[config.mk]
export PLATFORM = sky130hd
export DESIGN_NAME = jtframe_rom_arb
export DESIGN_NICKNAME = d
export VERILOG_FILES = /design/src/rtl/jtframe_rom_arb.sv
export SDC_FILE = /design/constraint.sdc
export NUM_CORES = 1
export LEC_CHECK = 0
export CORE_ASPECT_RATIO = 1.5
export CORE_MARGIN = 1
export CORE_UTILIZATION = 33
export CTS_CLUSTER_SIZE = 30
export DETAILED_ROUTE_END_ITERATION = 16
export GPL_ROUTABILITY_DRIVEN = 0
export PLACE_DENSITY = 0.78
export SLEW_MARGIN = 40
export SYNTH_ARGS = -nofsm -noshare
export SYNTH_HDL_FRONTEND = slang
export SYNTH_SLANG_ARGS = --single-unit
export TNS_END_PERCENT = 5
[constraint.sdc]
create_clock -name clk_rom -period 1.8 [get_ports clk_rom]
set_clock_uncertainty 0.05 [all_clocks]
set_input_delay 0.36 -clock clk_rom [delete_from_list [all_inputs] [get_ports clk_rom]]
set_output_delay 0.36 -clock clk_rom [all_outputs]
set_load 0.03 [all_outputs]
[src/rtl/jtframe_rom_arb.sv]
// jtframe_rom_arb: round-robin arbiter that lets CHANNELS game-side ROM
// fetchers share the single request port of the board SDRAM controller.
// The winner's address and bank are latched, and its ch_ack/ch_data_ok
// strobes are routed back to it.
// Optional build macro: JTFRAME_ARB_TIMEOUT_EN adds a REQ/WAIT watchdog
// that abandons a stuck transfer and raises a sticky timeout_err.
module jtframe_rom_arb #(
    parameter int CHANNELS = 4,
    parameter int AW       = 22,
    parameter int DW       = 32,
    parameter int TIMEOUT  = 1023
) (
    input  logic                   clk_rom,
    input  logic                   rst,
    input  logic                   loop_rst,
    input  logic                   downloading,
    input  logic [CHANNELS-1:0]    ch_req,
    input  logic [CHANNELS*AW-1:0] ch_addr,
    input  logic [CHANNELS*2-1:0]  ch_bank,
    output logic [CHANNELS-1:0]    ch_ack,
    output logic [CHANNELS-1:0]    ch_data_ok,
    output logic [DW-1:0]          ch_dout,
    output logic                   sdram_req,
    output logic [AW-1:0]          sdram_addr,
    output logic [1:0]             sdram_bank,
    input  logic                   sdram_ack,
    input  logic [DW-1:0]          data_read,
    input  logic                   data_rdy,
    output logic                   busy,
    output logic                   timeout_err
);

    localparam int IW = (CHANNELS > 1) ? $clog2(CHANNELS) : 1;

    typedef enum logic [1:0] {IDLE, REQ, WAIT, DONE} state_t;

    typedef struct packed {
        logic [AW-1:0] addr;
        logic [1:0]    bank;
    } rom_req_t;

    state_t              state, nx_state;
    rom_req_t            req_arr [CHANNELS];
    rom_req_t            req_q;
    logic [IW-1:0]       last, gnt, pick;
    logic                pick_vld;
    logic                srst;
    logic                tmo;
    logic [CHANNELS-1:0] ack_q;
    logic [DW-1:0]       dout_q;

    // loop_rst (controller init) aborts everything exactly like rst
    assign srst = rst | loop_rst;

    genvar gi;
    generate
        for (gi = 0; gi < CHANNELS; gi++) begin : g_ch
            assign req_arr[gi]    = {ch_addr[gi*AW +: AW], ch_bank[gi*2 +: 2]};
            assign ch_data_ok[gi] = (state == DONE) && (gnt == IW'(gi));
        end
    endgenerate

    // Round-robin search: first requester strictly after the last winner
    always_comb begin
        int unsigned c;
        c        = 0;
        pick     = last;
        pick_vld = 1'b0;
        for (int k = 1; k <= CHANNELS; k++) begin
            c = int'(last) + k;
            if (c >= CHANNELS) c = c - CHANNELS;
            if (!pick_vld && ch_req[c[IW-1:0]]) begin
                pick     = c[IW-1:0];
                pick_vld = 1'b1;
            end
        end
    end

    // Next-state: grant, wait for ack, wait for data, one DONE cycle
    always_comb begin
        nx_state = state;
        case (state)
            IDLE: if (!downloading && pick_vld) nx_state = REQ;
            // an accepted request must complete, so ack wins over downloading
            REQ:  if (sdram_ack)        nx_state = WAIT;
                  else if (downloading) nx_state = IDLE;
            // data_rdy is only honoured here, never in REQ
            WAIT: if (data_rdy)         nx_state = DONE;
            DONE:                       nx_state = IDLE;
            default:                    nx_state = IDLE;
        endcase
        if (tmo) nx_state = IDLE;
    end

    // State register
    always_ff @(posedge clk_rom) begin
        if (srst) state <= IDLE;
        else      state <= nx_state;
    end

    // Grant latch, ack pulse and read-data register
    always_ff @(posedge clk_rom) begin
        if (srst) begin
            gnt    <= '0;
            last   <= IW'(CHANNELS-1);
            req_q  <= '0;
            ack_q  <= '0;
            dout_q <= '0;
        end else begin
            ack_q <= '0;
            if (state == IDLE && nx_state == REQ) begin
                gnt   <= pick;
                last  <= pick;
                req_q <= req_arr[pick];
            end
            if (state == REQ && nx_state == WAIT) ack_q[gnt] <= 1'b1;
            if (state == WAIT && nx_state == DONE) dout_q <= data_read;
        end
    end

`ifdef JTFRAME_ARB_TIMEOUT_EN
    localparam int CW = (TIMEOUT > 1) ? $clog2(TIMEOUT+1) : 1;

    logic [CW-1:0] cnt;
    logic          terr;

    // tmo fires on the TIMEOUT-th cycle spent in the same REQ/WAIT state
    assign tmo = (state == REQ || state == WAIT) && (cnt == CW'(TIMEOUT-1));

    // Watchdog counter, cleared on every state change; sticky error flag
    always_ff @(posedge clk_rom) begin
        if (srst) begin
            cnt  <= '0;
            terr <= 1'b0;
        end else begin
            if (state != nx_state || !(state == REQ || state == WAIT)) cnt <= '0;
            else                                                       cnt <= cnt + 1'b1;
            if (tmo) terr <= 1'b1;
        end
    end

    assign timeout_err = terr;
`else
    logic unused_timeout;
    assign unused_timeout = (TIMEOUT > 0);
    assign tmo            = 1'b0;
    assign timeout_err    = 1'b0;
`endif

    assign sdram_req  = (state == REQ);
    assign sdram_addr = req_q.addr;
    assign sdram_bank = req_q.bank;
    assign ch_ack     = ack_q;
    assign ch_dout    = dout_q;
    assign busy       = (state != IDLE);

endmodule
==> metrics.cfg, run 1 <==
[global_route]
first_global_vias=3789
grt_overflow=0
groute.usage.overall_pct=24.3
grt_max_degree=35
grt_antenna_before_repair=0
grt_pass1_wl_microns=18100

[sta]
setup-violations-final=24
grt_setup_unrepaired=true
fin_ws_ns=-0.122
period_minus_slack_ns=1.92
slew_violations=0
hold_ws_ns=0.402
max_freq_mhz=520
finalHoldViolations=0
period_share_pct=107

[critical_path]
critPathKind=reg2reg
path_depth=8
reg2reg_depth=8
cpPeakStageDelay_ns=0.38
cp-start-kind=flop
path_buf_inv=3
cp.required_ns=1.98
slowest_stage=or3_4
path_delay_family=simple AND/OR/NAND/NOR gates
cp-end-kind=flop
r2r_slack_ns=-0.12
worstPathArrival_ns=2.10
crit_chain=or3_4 > buf_6 > nor3_4 > and3_4 > buf_12 > buf_16 > nand3_1 > o2111ai_1
path_max_fanout=9

[synthesis]
synth-seq-cells=66
synth_edf_count=0
seq_area_frac_synth_pct=42.9
syn_inst=375
postSynthAreaPerCell_sq_um=8.21
synthArstFlopShare_pct=0
synth_area_leader_cell=dfxtp_1
yosys_warnings=0
synth_fp_nets=513
yosys-top-cells-count=nand2_1 (88), dfxtp_1 (66), nand3_1 (39)
synthTopCellsByArea=dfxtp_1 (43%), nand2_1 (11%), mux2i_1 (7.8%), nand3_1 (6.3%), a21oi_1 (6.0%)
synth_top_cell_area_share_pct=42.9
synth_area_sq_um=3080
synth.distinct_cells=35
synth.most_common_cell=nand2_1
synthFlopType=dfxtp_1

[placed_design]
place_area_sq_um=5480
dp.cells=692
port_buffers=203
pre_cts_slack_ns=-0.647
dpl.hpwl_microns=8630

[cts]
clock-sinks=66
cts_buffers=9
insertion_delay_ns=0.33
cts_tree=done
root_buffer=clkbuf_16
cts_max_level=3
clockBufferDepth=2
hold_buffers=0
clk_pin_slew_ns=0.06

[run_status]
status=finished, violations left
violations=negative setup slack

[floorplan]
dieArea_sq_um=9730
chipHeight_microns=120
die_w_microns=80.9
coreArea_sq_um=8930
io_pins=205
core.rowCount=42
start_util_pct=34.5

[detailed_routing]
wl_microns=12900
postRouteAntennaNets=0
first_pass_iters=4
dr.first_iter.drc_count=109
via_per_inst=5.31
via_count=3811
drcViolationCount=0
routedWlPerCell_microns=18.0

[worst_hold_path]
hold_depth=2
hold_path_class=reg2reg

[power]
powerDensity_nw_per_um2=739
finalPower_uw=4590
irDropWorstVdd_mv=0.784
leakagePower_uw=0.00242

[finish]
area_delta_synth_final_pct=102
postLayoutCellArea_sq_um=6220
diodes=0
layout.cells.non_filler=718
drive_gt1_share_pct=18.4
fin_nets=741

[job]
maxCapViolCount=0

flip-flops by register name, indices dropped and copies added, names as in the netlist:
signal,cells
last,2
state,2
sdram_addr,22
ch_dout,32
ch_ack,4
sdram_bank,2
gnt,2
through the flow:
stage               utilization, %  TNS (ns)
floorplan                        -    -0.650
global placement              61.4    -13.85
detailed placement            61.4    -15.67
CTS                           67.6     -2.69
global route                  69.6     -2.94
finish                        69.6     -1.21
final timing paths:
path,from,endpoint
max reg2reg,state[0],sdram_addr[16]
min,ch_dout[20],ch_dout[20]
max,state[0],sdram_addr[16]
min reg2reg,ch_dout[20],ch_dout[20]
area by class of cell:
cell class / instances / area [sq um]
multi-input combinational: 276 / 1790
tap: 110 / 138
fill: 678 / 2720
inverter: 3 / 11.3
sequential: 66 / 1330
clock inverter: 7 / 141
timing repair buffer: 247 / 2580
clock buffer: 9 / 225
kinds of logic after synthesis:
group / count (synthesis) / share of synthesized area, %
AO/OA/AOI/OAI: 71 / 16.0
multiplexers: 30 / 9.99
other: 1 / 0.122
flip-flops: 66 / 42.9
buffers and inverters: 33 / 5.20
AND/OR/NAND/NOR: 174 / 25.8
worst register-to-register path: cells and delay by family, from the launching register on:
family / cells / cell delay, ns
AOI/OAI and AO/OA: 1 / 0.14
DFF: 1 / 0.31
buffers and inverters: 3 / 0.39
and+or+nand+nor: 4 / 0.95
placed cells by master, fill, tap and decap left out, types with 5 or more instances in the layout:
cell,Yosys,final
mux2i_1,24,20
nand2_1,88,88
buf_4,3,31
nor2_1,15,14
buf_12,0,10
dfxtp_1,66,64
dlymetal6s2s_1,0,5
nand4_1,12,12
dlygate4sd2_1,0,10
o2111ai_1,18,9
nand3_2,0,7
clkbuf_16,0,10
a221o_1,7,7
nand3_1,39,32
a21oi_1,37,37
o2111ai_2,0,9
clkdlybuf4s50_1,0,179
where the power goes:
| group | switching [uW] | internal [uW] |
|---|---|---|
| logic | 382 | 535 |
| registers | 26.5 | 1500 |
| clock network | 659 | 1490 |
| total | 1070 | 3530 |
metal layers:
metal	up-vias	wire (microns)	GRT usage, %
met1	1801	4670	24.5
met5	-	0	0
met4	0	232	12.2
li1	1791	-	-
met3	18	1690	11.5
met2	201	6310	40.8
what timing repair did:
item | CTS | global route
resized for setup | 31 | 46
pin swaps | 5 | 11
gates cloned | 4 | 1
endpoints found under the setup margin | 34 | 30
setup buffers | 4 | 3
(Power assumes the default switching activity.)
==> run 2, diff against run 1 <==
--- a/config.mk
+++ b/config.mk
@@ -8,7 +8,7 @@
 export CORE_ASPECT_RATIO = 1.5
 export CORE_MARGIN = 1
 export CORE_UTILIZATION = 33
-export CTS_CLUSTER_SIZE = 30
+export CTS_CLUSTER_SIZE = 14
 export DETAILED_ROUTE_END_ITERATION = 16
 export GPL_ROUTABILITY_DRIVEN = 0
 export PLACE_DENSITY = 0.78
==> constraint.sdc (replaced) <==
create_clock -name clk_rom -period 1.6 [get_ports clk_rom]
set_clock_uncertainty 0.05 [all_clocks]
set_input_delay 0.4 -clock clk_rom [delete_from_list [all_inputs] [get_ports clk_rom]]
set_output_delay 0.4 -clock clk_rom [all_outputs]
set_load 0.03 [all_outputs]
==> metrics.cfg, run 2 (synthesis results as in run 1) <==
[floorplan]
die_w_microns=80.9  ; unchanged
dieArea_sq_um=9730  ; unchanged
start_util_pct=34.5  ; unchanged
coreArea_sq_um=8930  ; unchanged
core.rowCount=42  ; unchanged
chipHeight_microns=120  ; unchanged
io_pins=205  ; unchanged

[placed_design]
place_area_sq_um=5580  ; was 5480 sq um
port_buffers=203  ; unchanged
dpl.hpwl_microns=8680  ; was 8630 microns

[cts]
root_buffer=clkbuf_16  ; unchanged
clk_pin_slew_ns=0.05  ; was 0.06 ns
insertion_delay_ns=0.32  ; was 0.33 ns
cts_max_level=3  ; unchanged
hold_buffers=0  ; unchanged
cts_tree=done  ; unchanged
clockBufferDepth=2  ; unchanged
clock-sinks=66  ; unchanged
cts_buffers=9  ; unchanged

[sta]
tightest_slew_ns=0.497
grt_setup_unrepaired=true  ; unchanged
slew_headroom_pct=66.6
setup-violations-final=28  ; was 24
period_minus_slack_ns=1.96  ; was 1.92 ns
finalHoldViolations=0  ; unchanged
slew_violations=0  ; unchanged
max_freq_mhz=510  ; was 520 MHz
fin_ws_ns=-0.361  ; was -0.122 ns
period_share_pct=123  ; was 107%

[global_route]
grt_overflow=0  ; unchanged
first_global_vias=3920  ; was 3789
grt_antenna_before_repair=0  ; unchanged
groute.usage.overall_pct=25.3  ; was 24.3%
grt_max_degree=35  ; unchanged
grt_pass1_wl_microns=18600  ; was 18100 microns

[finish]
final_core_util_pct=69.9  ; was 69.6%
area_delta_synth_final_pct=103  ; was 102%
fin_nets=751  ; was 741
postLayoutCellArea_sq_um=6250  ; was 6220 sq um
layout_commonest_cell=clkdlybuf4s50_1  ; unchanged
drive_gt1_share_pct=21.0  ; was 18.4%
diodes=0  ; unchanged
fillCellCount=692  ; was 678
layout_common_cells=clkdlybuf4s50_1 (130), nand2_1 (87), dfxtp_1 (61)  ; was clkdlybuf4s50_1 (179), nand2_1 (88), dfxtp_1 (64)
largest_reg_flops=32  ; unchanged

[critical_path]
cp.required_ns=1.73  ; was 1.98 ns
cp-start-kind=flop  ; unchanged
critPathLaunch=last[0]  ; was state[0]
worstPathArrival_ns=2.09  ; was 2.10 ns
cp-end-kind=flop  ; unchanged
critPathKind=reg2reg  ; unchanged
reg2reg_from=last[0]  ; was state[0]
path_max_fanout=18  ; was 9

[power]
leakagePower_uw=0.00261  ; was 0.00242 uW
powerDensity_nw_per_um2=733  ; was 739 nW/um^2
irDropWorstVdd_mv=0.565  ; was 0.784 mV

[job]
maxCapViolCount=0  ; unchanged

[detailed_routing]
via_count=3817  ; was 3811
first_pass_iters=5  ; was 4
postRouteAntennaNets=0  ; unchanged
drcViolationCount=0  ; unchanged
dr.first_iter.drc_count=146  ; was 109
via_per_inst=5.24  ; was 5.31
routedWlPerCell_microns=17.2  ; was 18.0 microns
wl_microns=12500  ; was 12900 microns

[run_status]
violations=negative setup slack  ; unchanged
status=finished, violations left  ; unchanged

[worst_hold_path]
hold_start=loop_rst  ; was ch_dout[20]
hold_path_class=in2reg  ; was reg2reg

-- run 2: timing repair --
item | 4_1_cts | 5_1_grt
gates cloned | 4 | 0
buffers inserted | 11 | 4
setup endpoints to repair | 86 | 34
resized for setup | 98 | 27
pin swaps | 9 | 8
-- run 2: layout make-up --
cell class	count	area (sq um)	area share, %
clock inverters	5	30.0	0.481
flip-flops and latches	66	1330	21.3
clock buffers	11	243	3.88
repair buffers	257	2740	43.8
well taps	110	138	2.20
multi-input cells	276	1760	28.2
inverters	3	11.3	0.180
-- run 2: worst max-delay path: stages, from the launching register on --
cell and delay, ns:
dfxtp_4 0.37, or2b_1 0.15, o21ai_2 0.09, buf_4 0.14
buf_4 0.12, a221o_2 0.44, buf_12 0.19, nand3_1 0.11
o2111ai_1 0.15
-- run 2: power by group --
| group | internal (uW) | switching [uW] | leakage (uW) |
|---|---|---|---|
| sequential | 1690 | 35.8 | 0.000536 |
| combinational | 662 | 433 | 0.00194 |
| clock | 1080 | 684 | 0.000131 |
| total | 3430 | 1150 | 0.00261 |
-- run 2: through the flow --
step / setup WS [ns] / hold WS, ns / instances / total power (uW) / TNS (ns)
after floorplan: -0.348 / 0.423 / 375 / 2100 / -6.30
after global placement: -0.816 / 0.391 / 693 / 2690 / -23.95
after detailed placement: -0.899 / 0.398 / 693 / 2710 / -25.86
after CTS: -0.348 / 0.404 / 724 / 4590 / -7.95
after global routing: -0.394 / 0.370 / 728 / 4760 / -9.05
final: -0.361 / 0.336 / 728 / 4580 / -7.61
-- run 2: final timing paths --
check                                     end  slack, ns  cells after the start
worst min register to register    ch_dout[20]       0.40                      2
worst max register to register  sdram_addr[4]      -0.36                      8
worst min-delay path                  last[0]       0.34                      3
worst max-delay path            sdram_addr[4]      -0.36                      8
-- run 2: routing by layer --
layer	GRT usage (%)	part of all wire, %	wire length [microns]	up-vias
li1	-	-	-	1806
met1	24.8	34	4270	1756
met2	43.7	48	6050	228
met3	12.4	15	1870	27
met4	11.2	2.6	325	0
met5	0	0	0	-
